File: src/rtl/rxd_router_pkg.sv
// Shared types, header tag and oversample-divider helper for the rxd_router receive path.
package rxd_router_pkg;

  localparam logic [6:0] HDR_TAG = 7'b1010000;

  typedef enum logic {
    IDLE,
    PAYLOAD
  } parse_state_e;

  typedef enum logic [1:0] {
    RX_IDLE,
    RX_START,
    RX_DATA,
    RX_STOP
  } rx_state_e;

  // Rounded clocks per 16x oversample tick.
  function automatic int unsigned calc_div(input int unsigned clk_freq, input int unsigned baud);
    return (clk_freq + 8 * baud) / (16 * baud);
  endfunction

endpackage

File: src/rtl/rxd_router_if.sv
// Two-channel consumer bus: per-channel payload byte with one-deep valid/ack handshake.
interface rxd_router_if;
  logic [15:0] Data;
  logic [1:0]  Valid;
  logic [1:0]  Ack;

  modport master (output Data, output Valid, input Ack);
  modport slave  (input Data, input Valid, output Ack);
endinterface

File: src/rtl/rxd_router_uart_rx_core.sv
// uart_rx_core: 8N1 receiver with 2-FF synchronizer, 16x oversampling, byte strobe and frame-error pulse.
module uart_rx_core
  import rxd_router_pkg::*;
#(
  parameter int unsigned CLK_FREQ = 100_000_000,
  parameter int unsigned BAUD     = 115200
) (
  input  logic       clk,
  input  logic       rst,
  input  logic       sdi,
  output logic [7:0] rx_byte,
  output logic       rx_strobe,
  output logic       frame_error
);
  localparam int unsigned DIV   = calc_div(CLK_FREQ, BAUD);
  localparam int unsigned DIV_W = (DIV > 1) ? $clog2(DIV) : 1;

  if (DIV < 1) begin : g_div_check
    $error("uart_rx_core: oversample divider must be >= 1");
  end

  logic             sync1_q, sync1_d, sync2_q, sync2_d;
  logic [DIV_W-1:0] div_cnt_q, div_cnt_d;
  rx_state_e        state_q, state_d;
  logic [3:0]       tick_cnt_q, tick_cnt_d;
  logic [2:0]       bit_cnt_q, bit_cnt_d;
  logic [7:0]       shift_q, shift_d;
  logic             armed_q, armed_d;
  logic             strobe_q, strobe_d;
  logic             ferr_q, ferr_d;
  logic             tick_c;
  logic             rx_c;

  assign tick_c      = (div_cnt_q == DIV_W'(DIV - 1));
  assign rx_c        = sync2_q;
  assign rx_byte     = shift_q;
  assign rx_strobe   = strobe_q;
  assign frame_error = ferr_q;

  always_ff @(posedge clk) begin
    if (rst) begin
      sync1_q    <= 1'b1;
      sync2_q    <= 1'b1;
      div_cnt_q  <= '0;
      state_q    <= RX_IDLE;
      tick_cnt_q <= '0;
      bit_cnt_q  <= '0;
      shift_q    <= '0;
      armed_q    <= 1'b0;
      strobe_q   <= 1'b0;
      ferr_q     <= 1'b0;
    end else begin
      sync1_q    <= sync1_d;
      sync2_q    <= sync2_d;
      div_cnt_q  <= div_cnt_d;
      state_q    <= state_d;
      tick_cnt_q <= tick_cnt_d;
      bit_cnt_q  <= bit_cnt_d;
      shift_q    <= shift_d;
      armed_q    <= armed_d;
      strobe_q   <= strobe_d;
      ferr_q     <= ferr_d;
    end
  end

  // Frames start only once armed, i.e. after the line was seen high on a tick.
  always_comb begin
    sync1_d    = sdi;
    sync2_d    = sync1_q;
    div_cnt_d  = tick_c ? '0 : div_cnt_q + 1'b1;
    state_d    = state_q;
    tick_cnt_d = tick_cnt_q;
    bit_cnt_d  = bit_cnt_q;
    shift_d    = shift_q;
    armed_d    = armed_q;
    strobe_d   = 1'b0;
    ferr_d     = 1'b0;
    case (state_q)
      RX_IDLE: begin
        if (armed_q && !rx_c) begin
          state_d    = RX_START;
          tick_cnt_d = '0;
          armed_d    = 1'b0;
        end else if (tick_c && rx_c) begin
          armed_d = 1'b1;
        end
      end
      RX_START: begin
        if (tick_c) begin
          tick_cnt_d = tick_cnt_q + 4'd1;
          if (tick_cnt_q == 4'd7) begin
            tick_cnt_d = '0;
            bit_cnt_d  = '0;
            if (rx_c) begin
              state_d = RX_IDLE;
              armed_d = 1'b1;
            end else begin
              state_d = RX_DATA;
            end
          end
        end
      end
      RX_DATA: begin
        if (tick_c) begin
          tick_cnt_d = tick_cnt_q + 4'd1;
          if (tick_cnt_q == 4'd15) begin
            tick_cnt_d = '0;
            shift_d    = {rx_c, shift_q[7:1]};
            bit_cnt_d  = bit_cnt_q + 3'd1;
            if (bit_cnt_q == 3'd7) state_d = RX_STOP;
          end
        end
      end
      RX_STOP: begin
        if (tick_c) begin
          tick_cnt_d = tick_cnt_q + 4'd1;
          if (tick_cnt_q == 4'd15) begin
            tick_cnt_d = '0;
            state_d    = RX_IDLE;
            if (rx_c) begin
              strobe_d = 1'b1;
              armed_d  = 1'b1;
            end else begin
              ferr_d = 1'b1;
            end
          end
        end
      end
    endcase
  end

endmodule

File: src/rtl/rxd_router.sv
// rxd_router: parses 2-byte UART packets (header, payload) into two one-deep consumer channels.
// Optional payload timeout is compiled in with RXD_ROUTER_TIMEOUT_EN.
module rxd_router
  import rxd_router_pkg::*;
#(
  parameter int unsigned CLK_FREQ     = 100_000_000,
  parameter int unsigned BAUD         = 115200,
  parameter int unsigned TIMEOUT_BITS = 40
) (
  input  logic               Clock,
  input  logic               Reset,
  input  logic               SDI,
  rxd_router_if.master       out_if,
  output logic               FrameError,
  output logic               Dropped,
  output logic [1:0]         Overrun
);
  if (TIMEOUT_BITS < 1) begin : g_timeout_check
    $error("rxd_router: TIMEOUT_BITS must be >= 1");
  end

  logic [7:0]   rx_byte;
  logic         rx_strobe;
  logic         frame_err;

  parse_state_e state_q, state_d;
  logic         ch_q, ch_d;
  logic [15:0]  data_q, data_d;
  logic [1:0]   valid_q, valid_d;
  logic         dropped_q, dropped_d;
  logic [1:0]   overrun_q, overrun_d;

  uart_rx_core #(
    .CLK_FREQ (CLK_FREQ),
    .BAUD     (BAUD)
  ) u_core (
    .clk         (Clock),
    .rst         (Reset),
    .sdi         (SDI),
    .rx_byte     (rx_byte),
    .rx_strobe   (rx_strobe),
    .frame_error (frame_err)
  );

`ifdef RXD_ROUTER_TIMEOUT_EN
  localparam int unsigned DIV      = calc_div(CLK_FREQ, BAUD);
  localparam int unsigned DIV_W    = (DIV > 1) ? $clog2(DIV) : 1;
  localparam int unsigned TO_LIMIT = 16 * TIMEOUT_BITS;
  localparam int unsigned TO_W     = $clog2(TO_LIMIT);

  logic [DIV_W-1:0] div_cnt_q, div_cnt_d;
  logic [TO_W-1:0]  to_cnt_q, to_cnt_d;
  logic             tick_c;

  assign tick_c = (div_cnt_q == DIV_W'(DIV - 1));

  // Local oversample tick so the timeout counts in the same units as the receiver.
  always_ff @(posedge Clock) begin
    if (Reset) begin
      div_cnt_q <= '0;
      to_cnt_q  <= '0;
    end else begin
      div_cnt_q <= div_cnt_d;
      to_cnt_q  <= to_cnt_d;
    end
  end
`endif

  always_ff @(posedge Clock) begin
    if (Reset) begin
      state_q   <= IDLE;
      ch_q      <= 1'b0;
      data_q    <= '0;
      valid_q   <= '0;
      dropped_q <= 1'b0;
      overrun_q <= '0;
    end else begin
      state_q   <= state_d;
      ch_q      <= ch_d;
      data_q    <= data_d;
      valid_q   <= valid_d;
      dropped_q <= dropped_d;
      overrun_q <= overrun_d;
    end
  end

  // Ack clears first so a same-cycle load on that channel wins and keeps Valid high.
  always_comb begin
    state_d   = state_q;
    ch_d      = ch_q;
    data_d    = data_q;
    valid_d   = valid_q & ~out_if.Ack;
    dropped_d = 1'b0;
    overrun_d = '0;
`ifdef RXD_ROUTER_TIMEOUT_EN
    div_cnt_d = tick_c ? '0 : div_cnt_q + 1'b1;
    to_cnt_d  = to_cnt_q;
`endif
    case (state_q)
      IDLE: begin
        if (rx_strobe) begin
          if (rx_byte[7:1] == HDR_TAG) begin
            ch_d    = rx_byte[0];
            state_d = PAYLOAD;
`ifdef RXD_ROUTER_TIMEOUT_EN
            to_cnt_d = '0;
`endif
          end else begin
            dropped_d = 1'b1;
          end
        end
      end
      PAYLOAD: begin
        if (rx_strobe) begin
          state_d = IDLE;
          if (!valid_q[ch_q] || out_if.Ack[ch_q]) begin
            if (ch_q) data_d[15:8] = rx_byte;
            else      data_d[7:0]  = rx_byte;
            valid_d[ch_q] = 1'b1;
          end else begin
            overrun_d[ch_q] = 1'b1;
          end
        end else if (frame_err) begin
          state_d = IDLE;
        end
`ifdef RXD_ROUTER_TIMEOUT_EN
        else if (tick_c) begin
          if (to_cnt_q == TO_W'(TO_LIMIT - 1)) begin
            dropped_d = 1'b1;
            state_d   = IDLE;
          end else begin
            to_cnt_d = to_cnt_q + 1'b1;
          end
        end
`endif
      end
    endcase
  end

  assign out_if.Data  = data_q;
  assign out_if.Valid = valid_q;
  assign FrameError   = frame_err;
  assign Dropped      = dropped_q;
  assign Overrun      = overrun_q;

endmodule

File: src/flat_wrapper.sv
// flat-port wrapper written by rule: the top's interface ports become plain ports
module rxd_router_flat import rxd_router_pkg::*;
#(
  parameter int unsigned CLK_FREQ     = 100_000_000,
  parameter int unsigned BAUD         = 115200,
  parameter int unsigned TIMEOUT_BITS = 40
)
  (Clock, Reset, SDI, FrameError, Dropped, Overrun, out_if_Data, out_if_Valid, out_if_Ack);
  rxd_router_if out_if_i ();
  input  logic Clock;
  input  logic Reset;
  input  logic SDI;
  output logic FrameError;
  output logic Dropped;
  output logic [1:0] Overrun;
  output wire logic [$bits(out_if_i.Data)-1:0] out_if_Data;
  output wire logic [$bits(out_if_i.Valid)-1:0] out_if_Valid;
  input wire logic [$bits(out_if_i.Ack)-1:0] out_if_Ack;
  assign out_if_Data = out_if_i.Data;
  assign out_if_Valid = out_if_i.Valid;
  assign out_if_i.Ack = out_if_Ack;
  rxd_router #(.CLK_FREQ(CLK_FREQ), .BAUD(BAUD), .TIMEOUT_BITS(TIMEOUT_BITS)) u_core (.Clock(Clock), .Reset(Reset), .SDI(SDI), .out_if(out_if_i), .FrameError(FrameError), .Dropped(Dropped), .Overrun(Overrun));
endmodule
File: config.mk
export PLATFORM = sky130hd
export DESIGN_NAME = rxd_router_flat
export DESIGN_NICKNAME = d
export VERILOG_FILES = /design/src/rtl/rxd_router_pkg.sv /design/src/rtl/rxd_router_if.sv /design/src/rtl/rxd_router_uart_rx_core.sv /design/src/rtl/rxd_router.sv /design/src/flat_wrapper.sv
export SDC_FILE = /design/constraint.sdc
export NUM_CORES = 1
export LEC_CHECK = 0
export CAP_MARGIN = 25
export CELL_PAD_IN_SITES_DETAIL_PLACEMENT = 1
export CELL_PAD_IN_SITES_GLOBAL_PLACEMENT = 2
export CORE_MARGIN = 5
export CORE_UTILIZATION = 31
export DETAILED_ROUTE_END_ITERATION = 8
export PLACE_DENSITY = 0.83
export SKIP_CTS_REPAIR_TIMING = 1
export SLEW_MARGIN = 20
export SYNTH_ARGS = -nofsm -noshare
export SYNTH_HDL_FRONTEND = slang
export SYNTH_SLANG_ARGS = --single-unit
export TNS_END_PERCENT = 1
File: constraint.sdc
create_clock -name Clock -period 1.66 [get_ports Clock]
set_input_delay 0.249 -clock Clock [delete_from_list [all_inputs] [get_ports Clock]]
set_output_delay 0.249 -clock Clock [all_outputs]
set_load 0.02 [all_outputs]
# == After elaboration in Yosys (flattened, before gate mapping) ==
# Index checks and enable logic that the tools add are counted.
# op_classes
addsub,3
order_cmp,2
n_eq_ne,18
mux,46
bitwise_logic,9
reduce_logical,22
# op_table
op,n
2-bit 2-to-1 mux,12
4-bit 2-to-1 mux,5
1-bit 2-to-1 mux,19
"2-bit inequality test, second input constant",8
3-bit 2-to-1 mux,4
4-bit one-hot mux with 3 select lines,1
3-bit AND reduction,3
2-bit one-hot mux with 4 select lines,1
4-bit AND reduction,2
8-bit AND reduction,1
4-bit OR reduction,2
"7-bit equality test, second input constant",1
"6-bit by 1-bit adder with 6-bit output, second input constant",1
"6-bit equality test, second input constant",1
1-bit NOT,6
3-bit one-hot mux with 2 select lines,1
6-bit AND reduction,1
5-bit AND reduction,1
"4-bit by 1-bit adder with 4-bit output, second input constant",1
"2-bit equality test, second input constant",2
"4-bit by 3-bit equality test with 1-bit output, second input constant",1
"4-bit equality test, second input constant",1
2-bit OR reduction,2
"3-bit by 1-bit adder with 3-bit output, second input constant",1
19 further kinds,22
# word_totals
ff_bits,51
input_bits,5

# == Logic depth before layout (Yosys ltp) ==
# Gate-level depths: netlist (run 1).
# depth
depth_word,8
mapped_depth,6
mapped_depth_nobuf,6

# == By module ==
# A second synthesis (run 1) with hierarchy kept.
# hier_totals
cells_unflattened,243
area_unflattened_um2,2252.2
# by_module_without_submodules
module,n_inst,cells_per_inst,area_per_inst_um2,seq_area_each_um2
uart_rx_core,1,139,1365.1,560.5
rxd_router,1,104,887.1,460.4

# == Worst setup path after synthesis (run 1) ==
# Ideal clock, no wire load.
# synth_timing
path_kind,reg2reg
startpoint,reg u_core.u_core.div_cnt_q[1]
endpoint,reg u_core.u_core.state_q[0]
setup_time_ns,0.123
t_arrival_ns,1.505
required_time_ns,1.537
slack_ns,0.031
stages_incl_launch_ff,7
path_buffers,0
path_cell_list,dfxtp_1 > inv_1 > ha_1 > and2_2 > a32o_1 > a21boi_1 > mux2_1
# synth_via
elab_chain_cells,3
elab_cells_between_ends,5
classes_between,4 x eq/ne; 1 x reduce/logical
# synth_rtl
element,line_no,source
from (decl),rxd_router_uart_rx_core.sv:23,"logic [DIV_W-1:0] div_cnt_q, div_cnt_d;"
from (signal assigned),rxd_router_uart_rx_core.sv:55,div_cnt_q <= div_cnt_d;
6-bit equality test (*),rxd_router_uart_rx_core.sv:34,assign tick_c = (div_cnt_q == DIV_W'(DIV - 1));
2-bit inequality test (no source line),--,
8-bit AND reduction (no source line) (*),--,
to (signal assigned),rxd_router_uart_rx_core.sv:56,state_q <= state_d;
to (decl),rxd_router_uart_rx_core.sv:24,"rx_state_e state_q, state_d;"
# Mark *: on every way between the ends. The rest lies on a longest branch, timed or not.
# A chain may end at the register's enable or synchronous reset.

# == Worst setup path in the final report (run 1) ==
# Same ends and word-level chain as after synthesis.

==> results.sh, run 1 <==
export IMPL_status="finished clean"
export IMPL_hold_class="register to register"
export IMPL_n_antenna_cell=0
export IMPL_multi_input_area_um2=1040
export IMPL_pin_count=27
export IMPL_crit_required_ns=1.85
export IMPL_grt_pass1_wl_um=8100
export IMPL_cp_top_family="compound AO/OA/AOI/OAI gates"
export IMPL_clockBufferDepth=2
export IMPL_wl_per_cell_um=14.4
export IMPL_clk_pin_slew_ns=0.09
export IMPL_critical_path_cell_count=6
export IMPL_cts_max_level=2
export IMPL_utilization=0.397
export IMPL_seq_area_um2=1020
export IMPL_rsz0062_at_grt="false"
export IMPL_die_y_um=92.6
export IMPL_post_place_cells=326
export IMPL_ys_ff_latch=51
export IMPL_tightest_slew_ns=0.466
export IMPL_synth_edf_count=0
export IMPL_cts_sinks=51
export IMPL_n_fill_cell=773
export IMPL_ys_warnings_count=0
export IMPL_min_period_ns=1.58
export IMPL_dieWidth_um=92.6
export IMPL_grt_overflow=0
export IMPL_ys_flop_type="dfxtp_1"
export IMPL_area_growth_pct=26.2
export IMPL_drcViolationCount=0
export IMPL_synthDistinctLibCells=43
export IMPL_cts_buffers=5
export IMPL_async_flop_share=0
export IMPL_nNetsFinal=263
export IMPL_postRouteAntennaNets=0
export IMPL_intPower_mw=1.55
export IMPL_antenna_found_initial=0
export IMPL_die_area_um2=8570
export IMPL_avgSynthCellArea_um2=9.92
export IMPL_cts_tree="yes"
export IMPL_synthesis_instances=213
export IMPL_leakagePower_nw=1.05
export IMPL_power_density_nw_per_um2=750
export IMPL_fin_cells=333
export IMPL_grt_pass1_vias=1702
export IMPL_crit_path_top_delay_cell="dfxtp_2"
export IMPL_ff2ff_path_depth=6
export IMPL_synthTopCellsByArea="dfxtp_1, mux2i_1, nor2_1, ha_1, a21oi_1"
export IMPL_gr_usage_all_layers=0.118
export IMPL_hold_violations=0
export IMPL_worstPathMaxFanout=3
export IMPL_vdd_drop_max_mv=0.309
export IMPL_yosysMostFrequentCell="dfxtp_1"
export IMPL_path_class="register to register"
export IMPL_dp_hpwl_um=3530
export IMPL_path_buf_inv=1
export IMPL_synth_area_um2=2110
export IMPL_share_comb_of_total_power=0.032
export IMPL_crit_path_cell_trace="inv_1 > ha_1 > and2_4 > a32o_2 > a21boi_1 > mux2_1"
export IMPL_finalInstanceArea_um2=2670
export IMPL_max_freq_ghz=0.635
export IMPL_clock_latency_ns=0.31
export IMPL_finalSetupViolCount=0
export IMPL_drt_iter0_drc=34
export IMPL_core_um2=6720
export IMPL_place_gp_congestion=0.732
export IMPL_drt_pass1_iterations=4
export IMPL_wl_um=4810
export IMPL_switchingPower_mw=0.451
export IMPL_relSlewSlack=0.685
export IMPL_hold_depth=1
export IMPL_grt_start_max_net_pins=22
export IMPL_worstPathArrival_ns=1.77
export IMPL_yosys_top_cells_count="dfxtp_1, nor2_1, mux2i_1, nand2_1, a21oi_1"
export IMPL_viasPerCell=4.90
export IMPL_rows=30
export IMPL_end_kind="register"
export IMPL_slew_violations=0
export IMPL_drive_gt1_frac=0.150
export IMPL_port_buffers=26
export IMPL_synth_seq_area_share=0.483
export IMPL_clockRootBuffer="clkbuf_8"
export IMPL_cpPeakStageDelay_ns=0.35
export IMPL_pwr_share_clk=0.349
export IMPL_finalClockSkew_ns=0.0128
export IMPL_critPathLaunchType="register"
export IMPL_vias=1632
export IMPL_dpl_cell_area_um2=2580
export IMPL_seq_power_share=0.618
export IMPL_swShare=0.225
export IMPL_maxCapViolCount=0
export IMPL_fin_crit_sh=0.949
export IMPL_start_util=0.315
export IMPL_yosysTopAreaCell="dfxtp_1"
export IMPL_syn_nets=223
export IMPL_yosysTopAreaCellShare=0.483
[worst paths after layout]
path,start,end,slack [ns]
max,u_core.u_core.div_cnt_q[1],u_core.u_core.state_q[0],0.08
min,u_core.u_core.sync1_q,u_core.u_core.rx_c,0.42
max reg2reg,u_core.u_core.div_cnt_q[1],u_core.u_core.state_q[0],0.08
min reg2reg,u_core.u_core.sync1_q,u_core.u_core.rx_c,0.42
[state kept, by name, summed over array words and instances, names as in the netlist, named ones only]
name,flops
u_core.Overrun,2
u_core.u_core.rx_byte,8
u_core.u_core.div_cnt_q,6
u_core.out_if.Data,16
u_core.state_q,1
u_core.Dropped,1
u_core.u_core.rx_c,1
u_core.u_core.rx_strobe,1
u_core.u_core.armed_q,1
u_core.u_core.frame_error,1
u_core.out_if.Valid,2
u_core.u_core.bit_cnt_q,3
u_core.u_core.tick_cnt_q,4
u_core.u_core.state_q,1
u_core.u_core.sync1_q,1
u_core.ch_q,1
[power by group through the flow]
| stage | Clock [mW] | Combinational [mW] | Sequential [mW] |
|---|---|---|---|
| final | 0.699 | 0.0645 | 1.24 |
| after detailed placement | 0 | 0.0646 | 1.27 |
| after CTS | 0.726 | 0.0651 | 1.24 |
| after floorplan | 0 | 0.0318 | 1.27 |
| after global routing | 0.765 | 0.0720 | 1.24 |
| after global placement | 0 | 0.0638 | 1.26 |
[metal layers]
metal,wire (µm),GRT usage,vias up,part of all wire
met4,92,0.0520,0,0.019
met5,0,0,-,0
met2,2250,0.193,20,0.47
met3,122,0.0284,5,0.025
met1,2340,0.148,790,0.49
li1,-,-,817,-
[through the flow]
step | power, mW | TNS (ns) | worst slack [ns] | hold slack [ns]
after detailed placement | 1.33 | -0.0103 | -0.0103 | 0.402
after global placement | 1.33 | 0 | 0.0669 | 0.397
after floorplan | 1.30 | 0 | 0.0313 | 0.353
after global routing | 2.08 | 0 | 0.00526 | 0.435
after CTS | 2.03 | -0.0214 | -0.0214 | 0.426
final | 2.00 | 0 | 0.0841 | 0.421
[layout by cell type, fill, tap and decap left out, types with 2 or more instances in the layout]
| cell type | Yosys | final |
|---|---|---|
| buf_12 | 0 | 2 |
| o2bb2ai_1 | 2 | 2 |
| ha_1 | 5 | 5 |
| xnor2_1 | 2 | 2 |
| and2_4 | 0 | 2 |
| o21ai_0 | 3 | 3 |
| nand3_1 | 6 | 6 |
| clkdlybuf4s50_1 | 0 | 26 |
| xor2_1 | 2 | 2 |
| dfxtp_2 | 0 | 2 |
| nor4_1 | 2 | 2 |
| or2_2 | 4 | 4 |
| clkbuf_8 | 0 | 5 |
| nor4b_1 | 3 | 3 |
| nand2_1 | 8 | 8 |
| and3b_1 | 3 | 3 |
| nor2b_1 | 3 | 3 |
| mux2i_1 | 28 | 28 |
| inv_1 | 3 | 3 |
| a21oi_1 | 7 | 7 |
| nand3b_1 | 2 | 2 |
| nor3_1 | 4 | 4 |
| dfxtp_1 | 51 | 49 |
| nor2_1 | 42 | 42 |
| buf_4 | 0 | 15 |
[worst reg2reg max path: stages (launching register included)]
cell	delay (ns)
dfxtp_2	0.35
inv_1	0.04
ha_1	0.18
and2_4	0.18
a32o_2	0.27
a21boi_1	0.13
mux2_1	0.31
[cell type report]
type | count | area share
clock inverter | 2 | 0.00516
sequential | 51 | 0.384
inverter | 3 | 0.00422
clock buffer | 5 | 0.0258
tap | 80 | 0.0375
timing repair buffer | 43 | 0.155
multi-input combinational | 149 | 0.389
[cell families (layout without fill, tap and decap cells)]
logic type | Yosys count | after routing | share of synthesized area
AND/OR/NAND/NOR | 90 | 90 | 0.226
AO/OA/AOI/OAI | 21 | 21 | 0.0782
adder cells (fa/ha/maj) | 5 | 5 | 0.0296
XOR/XNOR | 4 | 4 | 0.0166
flip-flops | 51 | 51 | 0.483
multiplexers | 29 | 29 | 0.138
buffers and inverters | 13 | 53 | 0.0284
(Power assumes the default switching activity.)
==> run 2, diff against run 1 <==
--- a/config.mk
+++ b/config.mk
@@ -5,7 +5,7 @@
 export SDC_FILE = /design/constraint.sdc
 export NUM_CORES = 1
 export LEC_CHECK = 0
-export CAP_MARGIN = 25
+export CAP_MARGIN = 20
 export CELL_PAD_IN_SITES_DETAIL_PLACEMENT = 1
 export CELL_PAD_IN_SITES_GLOBAL_PLACEMENT = 2
 export CORE_MARGIN = 5
==> results of run 2 <==
The final DEF is identical to that of run 1; final timing and power are the same.
==> run 3, diff against run 2 <==
--- a/config.mk
+++ b/config.mk
@@ -5,16 +5,18 @@
 export SDC_FILE = /design/constraint.sdc
 export NUM_CORES = 1
 export LEC_CHECK = 0
+export ABC_CLOCK_PERIOD_IN_PS = 1660
 export CAP_MARGIN = 20
 export CELL_PAD_IN_SITES_DETAIL_PLACEMENT = 1
 export CELL_PAD_IN_SITES_GLOBAL_PLACEMENT = 2
 export CORE_MARGIN = 5
 export CORE_UTILIZATION = 31
 export DETAILED_ROUTE_END_ITERATION = 8
-export PLACE_DENSITY = 0.83
+export PLACE_DENSITY = 0.84
 export SKIP_CTS_REPAIR_TIMING = 1
 export SLEW_MARGIN = 20
 export SYNTH_ARGS = -nofsm -noshare
 export SYNTH_HDL_FRONTEND = slang
+export SYNTH_HIERARCHICAL = 1
 export SYNTH_SLANG_ARGS = --single-unit
 export TNS_END_PERCENT = 1
==> results.sh, run 3 <==
export IMPL_status="finished clean"
export IMPL_met2WireLength_um=2810
export IMPL_slew_violations=0
export IMPL_synth_simple_area_share=0.239
export IMPL_start_util=0.314
export IMPL_grt_pass1_wl_um=9690
export IMPL_min_period_ns=1.56
export IMPL_n_antenna_cell=0
export IMPL_syn_nets=253
export IMPL_cts_buffers=5
export IMPL_vias=1873
export IMPL_synth_seq_area_share=0.453
export IMPL_core_um2=7180
export IMPL_switchingPower_mw=0.472
export IMPL_vdd_drop_max_mv=0.465
export IMPL_synth_edf_count=0
export IMPL_drt_iter0_drc=48
export IMPL_share_comb_of_total_power=0.032
export IMPL_crit_required_ns=1.86
export IMPL_final_common_cell="dfxtp_1"
export IMPL_viasPerCell=4.94
export IMPL_path_class="register to register"
export IMPL_synthDistinctLibCells=43
export IMPL_maxCapViolCount=0
export IMPL_synthTopCellsByArea="dfxtp_1, mux2i_1, nand3_1, a21oi_1, o21ai_0"
export IMPL_yosysMostFrequentCell="dfxtp_1"
export IMPL_wl_met1_um=2420
export IMPL_die_y_um=95.2
export IMPL_pin_count=27
export IMPL_yosysTopAreaCellShare=0.453
export IMPL_synth_xor_area_frac=0.0156
export IMPL_antenna_found_initial=0
export IMPL_routed_top_layer="met4"
export IMPL_relSlewSlack=0.715
export IMPL_grt_overflow=0
export IMPL_synthAdderAreaFrac=0.0278
export IMPL_wl_um=5500
export IMPL_postRouteAntennaNets=0
export IMPL_drt_pass1_iterations=4
export IMPL_fin_crit_sh=0.939
export IMPL_setup_ws_ns=0.101
export IMPL_worstPathArrival_ns=1.76
export IMPL_ys_flop_type="dfxtp_1"
export IMPL_port_buffers=26
export IMPL_rows=31
export IMPL_ys_ff_latch=51
export IMPL_dp_hpwl_um=4090
export IMPL_swShare=0.227
export IMPL_drcViolationCount=0
export IMPL_pre_cts_ws_ns=0.0679
export IMPL_async_flop_share=0
export IMPL_power_density_nw_per_um2=741
export IMPL_yosys_top_cells_count="dfxtp_1, nand3_1, a21oi_1, nand2_1, o21ai_0"
export IMPL_cts_sinks=51
export IMPL_dieWidth_um=95.2
export IMPL_hold_violations=0
export IMPL_avgSynthCellArea_um2=9.27
export IMPL_clockBufferDepth=2
export IMPL_nNetsFinal=289
export IMPL_die_area_um2=9070
export IMPL_area_growth_pct=24.4
export IMPL_leakagePower_nw=1.01
export IMPL_synth_compound_area_frac=0.164
export IMPL_grt_start_max_net_pins=25
export IMPL_finalClockSkew_ns=0.00789
export IMPL_seq_power_share=0.597
export IMPL_yosysTopAreaCell="dfxtp_1"
export IMPL_gr_usage_all_layers=0.135
export IMPL_clk_pin_slew_ns=0.09
export IMPL_utilization=0.390
export IMPL_mostFrequentLayoutCells="dfxtp_1, clkdlybuf4s50_1, nand3_1"
export IMPL_critPathLaunchType="register"
export IMPL_clock_latency_ns=0.31
export IMPL_rsz0062_at_grt="false"
export IMPL_wl_per_cell_um=14.5
export IMPL_synthesis_instances=243
export IMPL_rrSetupSlack_ns=0.10
export IMPL_synth_top_family_by_area="simple AND/OR/NAND/NOR gates"
export IMPL_cts_tree="yes"
export IMPL_ys_warnings_count=6
export IMPL_worstPathMaxFanout=5
export IMPL_hold_class="register to register"
export IMPL_largest_reg_flops=16
export IMPL_cts_max_level=2
export IMPL_pwr_share_clk=0.371
export IMPL_synth_area_um2=2250
export IMPL_fin_tns_setup_ns=0
export IMPL_drive_gt1_frac=0.150
export IMPL_end_kind="register"
export IMPL_wl_met3_um=214
export IMPL_intPower_mw=1.60
export IMPL_grt_pass1_vias=1984
export IMPL_clockRootBuffer="clkbuf_8"
export IMPL_tightest_slew_ns=0.425
export IMPL_place_gp_congestion=0.746
export IMPL_max_freq_ghz=0.642
export IMPL_finalSetupViolCount=0
export IMPL_synth_mux_area_frac=0.0533
[run 3: changes by cell type after synthesis, moves of 4 or more]
cell	before	now
o2111ai_1	0	4
o211ai_1	0	4
or3_1	1	7
nand3_1	6	24
a21oi_1	7	21
nor2_1	42	8
mux2i_1	28	12
clkbuf_1	6	10
o21ai_0	3	18
nand2_1	8	19
nand2b_1	1	7
[run 3: kinds of logic after synthesis]
| group | count (synthesis) |
|---|---|
| and+or+nand+nor | 92 |
| AOI/OAI and AO/OA | 58 |
| DFF | 51 |
| buffers and inverters | 21 |
| muxes | 12 |
| adders and majority gates | 5 |
| xor gates and xnor gates | 4 |
[run 3: cell type report]
type,count,area [µm²]
fillers,845,4370
multi-input cells,171,1140
flip-flops and latches,51,1020
repair buffers,45,403
well taps,99,124
clock buffers,6,82.6
inverters,5,18.8
clock inverters,2,16.3
[run 3: worst max-delay path, stage by stage (launching register included)]
cell and delay [ns]:
dfxtp_1 0.34, inv_1 0.06, ha_1 0.23, nand4_4 0.15, or3_1 0.40, o221a_2 0.28
[run 3: metal layers]
layer	vias to the layer above	global-route usage
met5	-	0
met2	26	0.244
met4	0	0.0421
met3	7	0.0276
li1	946	-
met1	894	0.159
[run 3: power by group through the flow]
stage | sequential, mW | combinational (mW) | clock, mW
2_1_floorplan | 1.27 | 0.0359 | 0
3_5_place_dp | 1.27 | 0.0668 | 0
5_1_grt | 1.24 | 0.0726 | 0.846
3_3_place_gp | 1.27 | 0.0660 | 0
6_report | 1.24 | 0.0660 | 0.770
4_1_cts | 1.24 | 0.0672 | 0.805
[run 3: path summary, 6_finish.rpt]
kind | from | endpoint | cells after the start
worst max-delay path | u_core/u_core/div_cnt_q[1] | register | 5
worst min-delay path | u_core/u_core/sync1_q | u_core/u_core/rx_c | 1
worst max register to register | u_core/u_core/div_cnt_q[1] | register | 5
worst min register to register | u_core/u_core/sync1_q | u_core/u_core/rx_c | 1
[run 3: stage by stage]
stage          cell area, µm²  hold slack, ns  power (mW)  std cells
2_1_floorplan            2250           0.326        1.30        243
3_3_place_gp             2690           0.395        1.33        371
3_5_place_dp             2690           0.399        1.33        371
4_1_cts                  2790           0.422        2.11        379
5_1_grt                  2800           0.428        2.16        379
6_report                 2800           0.418        2.07        379
==> RTL edit: new RTL, config.mk and constraints of run 2 <==
`CLK_FREQ` is set to 100_000_000 in 3 places; all go to 50_000_000.
--- a/src/rtl/rxd_router_uart_rx_core.sv
+++ b/src/rtl/rxd_router_uart_rx_core.sv
@@ -2,7 +2,7 @@
 module uart_rx_core
   import rxd_router_pkg::*;
 #(
-  parameter int unsigned CLK_FREQ = 100_000_000,
+  parameter int unsigned CLK_FREQ = 50_000_000,
   parameter int unsigned BAUD     = 115200
 ) (
   input  logic       clk,
--- a/src/rtl/rxd_router.sv
+++ b/src/rtl/rxd_router.sv
@@ -3,7 +3,7 @@
 module rxd_router
   import rxd_router_pkg::*;
 #(
-  parameter int unsigned CLK_FREQ     = 100_000_000,
+  parameter int unsigned CLK_FREQ     = 50_000_000,
   parameter int unsigned BAUD         = 115200,
   parameter int unsigned TIMEOUT_BITS = 40
 ) (
--- a/src/flat_wrapper.sv
+++ b/src/flat_wrapper.sv
@@ -1,7 +1,7 @@
 // flat-port wrapper written by rule: the top's interface ports become plain ports
 module rxd_router_flat import rxd_router_pkg::*;
 #(
-  parameter int unsigned CLK_FREQ     = 100_000_000,
+  parameter int unsigned CLK_FREQ     = 50_000_000,
   parameter int unsigned BAUD         = 115200,
   parameter int unsigned TIMEOUT_BITS = 40
 )
Check against the original RTL: no difference found for any inputs over 10 cycles, from zero or initial values and one cycle with Reset high; that may be too few to reach the edited logic, so the function may still have changed.
==> RTL edit against run 2 <==
  * Critical endpoint is now u_core.u_core.tick_cnt_q[3]
  * Power is 0.58% higher
  * Non-clock buffer count is 6 higher
  * Synthesized area is 3.9% lower
  * Routed wire length is 2.0% lower
  * Final area is 0.70% higher
  * Sequential cell count is 1 lower
  * Critical path type unchanged
  * Sequential share of layout area is 1.0 points lower
  * Setup slack worse by 130 ps
  * Highest routed layer unchanged
  * The run now ends with negative setup slack left
==> RTL edit: results (changes against run 2) <==
| Metric | Value |
|---|---|
| DR WL/cell | `14.1 µm (-2.6%)` |
| Iteration-0 DRC Markers | `40 (+18%)` |
| Final WL | `4710 µm (-2.0%)` |
| Worst Clk Skew | `7.18 ps (-5.64 ps)` |
| Yosys cell types | `43 (unchanged)` |
| Largest net degree at the start of global routing | `27 (+23%)` |
| Final setup violation count | `1 (+1)` |
| Placed cells | `325 (-0.31%)` |
| Fill cells | `715 (-7.5%)` |
| Worst-Margin Slew | `374 ps (-91.7 ps)` |
| List of most frequent post-synthesis cells | `50 x dfxtp_1, 30 x nor2_1, 25 x nand2_1` |
| Mean Syn Cell Area | `9.58 µm² (-3.5%)` |
| CP Launch Type | `flip-flop` |
| Synth area leaders | `dfxtp_1 49%, mux2i_1 9.9%, nor2_1 5.5%` |
| Vias in the first global route | `1703 (+0.059%)` |
| Leakage | `0.945 nW (-10%)` |
| GPL Wtd Cong | `0.759 (+3.6%)` |
| Fin Hold WS | `449 ps (+27.8 ps)` |
| Failing checks | `negative setup slack` |
| Nets | `267 (+1.5%)` |
| Antenna violations before repair | `0 (unchanged)` |
| Drt via density | `4.95 (+0.99%)` |
| Worst min path class | `reg2reg` |
| Crit Reg-Reg Startpoint | `u_core.u_core.rx_c` |
| Worst path arrival time | `1950 ps (+180 ps)` |
| Synthesized Nets | `222 (-0.45%)` |
| Layout cells sized above 1 | `19.8% (+4.7 points)` |
| HPWL Detailed | `3330 µm (-5.8%)` |
| Status | `finished, violations left` |
| Clock root cell | `clkbuf_8` |
| Crit-path max FO | `2 (-1)` |
| Worst slack, placed | `-24.0 ps (-13.7 ps)` |
| GRT Resource Usage Total | `11.7% (-0.10 points)` |
| PnR worst setup slack | `-48.3 ps (-132 ps)` |
| Wire length of the first global-routing pass | `8020 µm (-0.94%)` |
| Worst vdd ir | `512 µV (+65%)` |
| Register area share after synthesis | `49.3% (+0.98 points)` |
-- RTL edit: worst paths after layout --
| path | to | cells past startpoint |
|---|---|---|
| min reg2reg | u_core.u_core.rx_c | 1 |
| min | u_core.u_core.rx_c | 1 |
| max reg2reg | u_core.u_core.tick_cnt_q[3] | 4 |
| max | u_core.u_core.tick_cnt_q[3] | 4 |
-- RTL edit: logic make-up (layout without fill, tap and decap cells) --
kind of cell / Yosys count / count (layout) / share of synthesized area [%]
AOI/OAI and AO/OA: 26 / 26 / 8.50
and+or+nand+nor: 95 / 95 / 25.4
muxes: 21 / 21 / 10.4
xor gates and xnor gates: 2 / 2 / 0.863
buffers and inverters: 13 / 59 / 2.46
adders and majority gates: 5 / 5 / 3.08
DFF: 50 / 50 / 49.3
-- RTL edit: final cells by class --
type	count	share of cell area [%]
multi-input cells	149	38.8
well taps	77	3.59
flip-flops and latches	50	37.4
repair buffers	49	16.6
inverters	2	0.280
clock buffers	5	2.56
clock inverters	3	0.792
-- RTL edit: per-layer routing --
layer	part of all wire [%]	track usage, %	routed length (µm)
met1	48	15.5	2280
met2	46	17.9	2170
met3	3.1	2.48	145
met4	2.5	6.11	118
met5	0	0	0
-- RTL edit: where the power goes --
group / switching [mW] / leakage, nW / internal [mW]
registers: 0.00746 / 0.404 / 1.21
clock network: 0.430 / 0.0441 / 0.297
logic: 0.0348 / 0.497 / 0.0352
total: 0.473 / 0.945 / 1.54
-- RTL edit: worst max-delay path: stages (launching register included) --
cell	delay [ps]
dfxtp_2	330
or4b_4	540
o21a_4	140
or4b_4	470
a31oi_1	170
-- RTL edit: per-stage QoR --
stage	TNS, ps	area (µm²)
2_1_floorplan	-20.9	2040
3_3_place_gp	0	2520
3_5_place_dp	-24.0	2520
4_1_cts	-47.8	2610
5_1_grt	-81.8	2690
6_report	-48.3	2690
